**src/rtl/segment_scan.sv**
```systemverilog
// Time-multiplexed scan controller for a multi-digit 7-segment display.
// Blanks between slots, double-buffers the value, optional zero blanking.
module segment_scan #(
  parameter int DIGITS   = 4,
  parameter int PRESCALE = 1000,
  parameter int BLANK    = 2
) (
  input  logic                  clk,
  input  logic                  rst,
  input  logic                  enable,
  input  logic                  load,
  input  logic [4*DIGITS-1:0]   value,
  input  logic [DIGITS-1:0]     dp_mask,
  input  logic                  lz_en,
  output logic [3:0]            bcd,
  output logic [DIGITS-1:0]     digit_en,
  output logic                  dp,
  output logic                  frame
);

  localparam int IW  = $clog2(DIGITS);
  localparam int CW  = $clog2(PRESCALE + 1);
  localparam int BL1 = (BLANK > 0) ? BLANK - 1 : 0;
  localparam int SH1 = PRESCALE - BLANK - 1;
  localparam int VW  = 4 * DIGITS;

  typedef enum logic [1:0] {
    S_IDLE,
    S_BLANK,
    S_SHOW
  } state_t;

  state_t            state;
  logic [IW-1:0]     idx;
  logic [CW-1:0]     cnt;
  logic [VW-1:0]     pend_val;
  logic [DIGITS-1:0] pend_dp;
  logic              pend_valid;
  logic [VW-1:0]     act_val;
  logic [DIGITS-1:0] act_dp;

  logic              last_show;
  logic              last_idx;
  logic              slot_start;
  logic              promote;
  logic [IW-1:0]     start_idx;
  logic [IW-1:0]     tidx;
  logic [VW-1:0]     vbuf;
  logic [DIGITS-1:0] dbuf;
  logic [VW-1:0]     upper;
  logic [3:0]        nib;
  logic              supp;
  logic [DIGITS-1:0] lit;
  logic              lit_dp;

  // Output values are computed for the slot being entered, so the
  // buffer that is about to become active is used on a promotion.
  always_comb begin
    last_show  = (state == S_SHOW) && (cnt == CW'(SH1));
    last_idx   = (idx == IW'(DIGITS - 1));
    slot_start = enable && ((state == S_IDLE) || last_show);
    start_idx  = ((state == S_IDLE) || last_idx) ? '0 : idx + 1'b1;
    tidx       = slot_start ? start_idx : idx;
    promote    = slot_start && (start_idx == '0) && pend_valid;
    vbuf       = promote ? pend_val : act_val;
    dbuf       = promote ? pend_dp : act_dp;
    upper      = vbuf >> {tidx, 2'b00};
    nib        = upper[3:0];
    supp       = lz_en && (tidx != '0) && (upper == '0);
    lit        = supp ? '0 : (DIGITS'(1) << tidx);
    lit_dp     = !supp && dbuf[tidx];
  end

  always_ff @(posedge clk or posedge rst) begin
    if (rst) begin
      state      <= S_IDLE;
      idx        <= '0;
      cnt        <= '0;
      pend_val   <= '0;
      pend_dp    <= '0;
      pend_valid <= 1'b0;
      act_val    <= '0;
      act_dp     <= '0;
      bcd        <= '0;
      digit_en   <= '0;
      dp         <= 1'b0;
      frame      <= 1'b0;
    end else begin
      frame <= 1'b0;
      if (load) begin
        pend_val <= value;
        pend_dp  <= dp_mask;
      end
      if (load)
        pend_valid <= 1'b1;
      else if (promote)
        pend_valid <= 1'b0;
      if (promote) begin
        act_val <= vbuf;
        act_dp  <= dbuf;
      end
      if (!enable) begin
        state    <= S_IDLE;
        idx      <= '0;
        cnt      <= '0;
        bcd      <= '0;
        digit_en <= '0;
        dp       <= 1'b0;
      end else if (slot_start) begin
        idx   <= tidx;
        cnt   <= '0;
        bcd   <= nib;
        frame <= (state == S_SHOW) && last_idx;
        if (BLANK > 0) begin
          state    <= S_BLANK;
          digit_en <= '0;
          dp       <= 1'b0;
        end else begin
          state    <= S_SHOW;
          digit_en <= lit;
          dp       <= lit_dp;
        end
      end else if (state == S_BLANK) begin
        if (cnt == CW'(BL1)) begin
          state    <= S_SHOW;
          cnt      <= '0;
          digit_en <= lit;
          dp       <= lit_dp;
        end else begin
          cnt <= cnt + 1'b1;
        end
      end else begin
        cnt <= cnt + 1'b1;
      end
    end
  end

endmodule
```
**config.mk**
```make
export PLATFORM = sky130hd
export DESIGN_NAME = segment_scan
export DESIGN_NICKNAME = d
export VERILOG_FILES = /design/src/rtl/segment_scan.sv
export SDC_FILE = /design/constraint.sdc
export NUM_CORES = 1
export LEC_CHECK = 0
export CAP_MARGIN = 30
export CORE_ASPECT_RATIO = 0.5
export CORE_MARGIN = 3
export CORE_UTILIZATION = 35
export DETAILED_ROUTE_END_ITERATION = 16
export PLACE_DENSITY = 0.65
export SLEW_MARGIN = 20
export SYNTH_ARGS = -nofsm -noshare
export SYNTH_HDL_FRONTEND = slang
export SYNTH_SLANG_ARGS = --single-unit
```
**constraint.sdc**
```tcl
create_clock -name clk -period 2.5 [get_ports clk]
set_clock_uncertainty 0.15 [all_clocks]
set_input_delay 0.5 -clock clk [delete_from_list [all_inputs] [get_ports clk]]
set_output_delay 0.5 -clock clk [all_outputs]
set_load 0.05 [all_outputs]
```
==> results.json <==
{
  "cap_violations": 0,
  "ant_nets": 0,
  "p_sw_uw": 821.4,
  "synthToLayoutAreaGrowth_pct": 49.81,
  "synthDistinctLibCells": 52,
  "syn_area_um2": 3042,
  "crit_type": "reg -> reg",
  "grt_pass1_vias": 2403,
  "finalSetupViolCount": 6,
  "synth-seq-area-share_pct": 53.48,
  "grt.total_usage_pct": 15.97,
  "tightest_slew_ns": 0.6813,
  "clockBufferDepth": 2,
  "power_frac_comb_pct": 17.6,
  "post-route-period-util_pct": 111.6,
  "yosys_warnings": 0,
  "clkTransAtPathRegs_ns": 0.05,
  "h-tree-depth": 3,
  "rsz0062_at_grt": "yes",
  "insertion_delay_ns": 0.33,
  "status": "complete, but fails checks",
  "cp_max_fo": 5,
  "drt_iter0_markers": 117,
  "holdCritPathClass": "reg -> reg",
  "violations": "setup timing",
  "slew_headroom_pct": 54.16,
  "cts_made_buffers": 9,
  "fmax_ghz": 0.3584,
  "leakage_uw": 0.002044,
  "core.rowCount": 23,
  "intPower_uw": 2551,
  "synth_seq_cells": 65,
  "synthTopCellsByArea": "dfrtp_1 53%, mux2_2 8.9%, nand2_1 5.7%",
  "yosys.area.top_type_share_pct": 53.48,
  "final.setup.worst_slack_ns": -0.2900,
  "synth_nets": 293,
  "finalSetupTns_ns": -1.239,
  "grt_max_degree": 66,
  "synth_area_leader_cell": "dfrtp_1",
  "critPathCaptureType": "flop",
  "ys_async_sr_fraction_pct": 100.0,
  "p_clk_share_pct": 44.4,
  "hpwl_mm": 4.967,
  "antenna_found_initial": 1,
  "finalNetCount": 393,
  "critPathRequiredTime_ns": 2.55,
  "antenna-diode-count": 0,
  "initial_core_util_pct": 36.96,
  "grt_pass1_wl_mm": 12.10,
  "cts_tree": "built",
  "die_area_um2": 9913,
  "core-area_um2": 8230,
  "syn_avg_cell_area_um2": 11.48,
  "drc_errors": 0,
  "synth_edf_count": 0,
  "place.gp.congestion": 0.8837,
  "die_y_um": 71.92,
  "finish.utilization_pct": 55.37,
  "power.density_nw_per_um2": 740.2,
  "clock-sinks": 65,
  "cts_root_buf": "clkbuf_16",
  "cp.arrival_ns": 2.84,
  "hold_viol_final": 0,
  "vias_per_cell": 4.880,
  "drive_gt1_share_pct": 38.92,
  "firstDrtPassIters": 4,
  "wire_per_inst_um": 15.15,
  "num_vias": 2352,
  "ys.flop_type": "dfrtp_1",
  "start_kind": "flop",
  "grt_overflow": 0,
  "cts_hold_buf": 0,
  "drt_wl_total_mm": 7.302,
  "ioPinCount": 35,
  "port-buffer-count": 34,
  "fin_crit_ns": 2.790,
  "netSwitchingFraction_pct": 24.35,
  "ir_drop_mv": 0.3375,
  "die_width_um": 137.8,
  "synthCells": 265,
  "seqPwrFrac_pct": 38.0,
  "drv_slew": 0
}
==> what timing repair did <==
item,in CTS,in global routing
buffers inserted,10,5
cloned,1,0
resized for setup,29,13
endpoints found under the setup margin,8,8
pin swaps,20,5
==> routing by layer <==
layer	wire length [µm]	share of wire, %	global-route usage [%]
met1	3337	46	20.94
met2	3588	49	25.22
met3	285	3.9	6.025
met4	83	1.1	4.272
met5	7	0.096	0
==> sequential cells by signal, indices dropped and copies added (netlist names) <==
signal,cells
pend_valid,1
state,2
cnt,10
digit_en,4
idx,2
dp,1
bcd,4
act_val,16
frame,1
pend_val,16
act_dp,4
pend_dp,4
==> synth_stat cells (2+ instances only) <==
library cell	instances
dfrtp_1	65
nand2_1	46
mux2_2	24
nor2_1	19
a21oi_1	8
inv_1	7
mux2i_1	7
nand3_1	7
clkbuf_1	5
xor2_1	5
nor2b_1	4
o31ai_1	4
and3_1	3
ha_1	3
mux2_4	3
nor3_1	3
o21ai_0	3
o21ai_1	3
or4_1	3
xnor2_1	3
a31oi_1	2
buf_6	2
nand2b_1	2
nor4_1	2
nor4_4	2
o211a_1	2
o211ai_1	2
o22ai_1	2
==> layout by cell type, fill, tap and decap left out, types with 5 or more instances in the layout <==
cell              n
dfrtp_1          64
clkdlybuf4s50_1  33
nor2_1           19
mux2_2           22
clkbuf_16         9
nand3_1           7
buf_4            53
inv_1             6
nand2_1          45
a21oi_1           5
mux2i_1           5
xor2_1            5
mux2_4            6
buf_6             6
==> worst paths after layout <==
kind                            start          end  slack [ns]  depth (start not counted)
max                            idx[0]           dp       -0.29                         10
min                        act_val[3]   act_val[3]        0.32                          2
max reg2reg                    idx[0]           dp       -0.29                         10
min reg2reg                act_val[3]   act_val[3]        0.32                          2
max in group asynchronous         rst       idx[0]        1.49                          3
min in group asynchronous         rst  digit_en[3]        0.40                          3
==> logic make-up (layout without fill, tap and decap cells) <==
family,count (synthesis),in the layout,synth area share (%)
and+or+nand+nor,102,103,18.06
DFF,65,65,53.48
AOI/OAI and AO/OA,38,38,9.667
muxes,35,35,13.04
buffers and inverters,14,118,2.221
xor gates and xnor gates,8,8,2.304
adders and majority gates,3,3,1.234
==> worst max-delay path, cell delays in order (launching register included) <==
cell and delay (ns):
dfrtp_2 0.42, ha_4 0.28, nor2b_2 0.05, o311ai_4 0.30
nand2b_4 0.26, buf_6 0.13, o21ai_2 0.07, o311ai_2 0.32
o211ai_2 0.15, nor4_4 0.39, o31ai_1 0.15
==> area by class of cell <==
type	instances	area (µm²)
clock buffers	12	266.5
clock inverters	4	97.59
fillers	673	3674
inverters	7	26.28
multi-input cells	187	1554
flip-flops and latches	65	1628
well taps	112	140.1
repair buffers	95	844.6
==> power groups by stage <==
stage | Sequential, µW | Clock, µW | Combinational [µW]
after global placement | 1290 | 0 | 504
after detailed placement | 1290 | 0 | 516
after floorplan | 1300 | 0 | 294
after global routing | 1300 | 1590 | 646
after CTS | 1280 | 1530 | 574
final | 1280 | 1500 | 594
==> through the flow <==
step	std cells	setup WS (ns)	hold WS, ns	cell area (µm²)	total power (µW)
finish	482	-0.2900	0.3189	4557	3373
global placement	451	-0.3887	0.3096	3869	1791
detailed placement	451	-0.5598	0.3054	3869	1804
CTS	477	-0.2432	0.3190	4459	3377
floorplan	265	-0.1784	0.2858	3064	1596
global route	482	-0.3905	0.3655	4557	3530
Note: power is estimated with default switching activity, not from simulation.
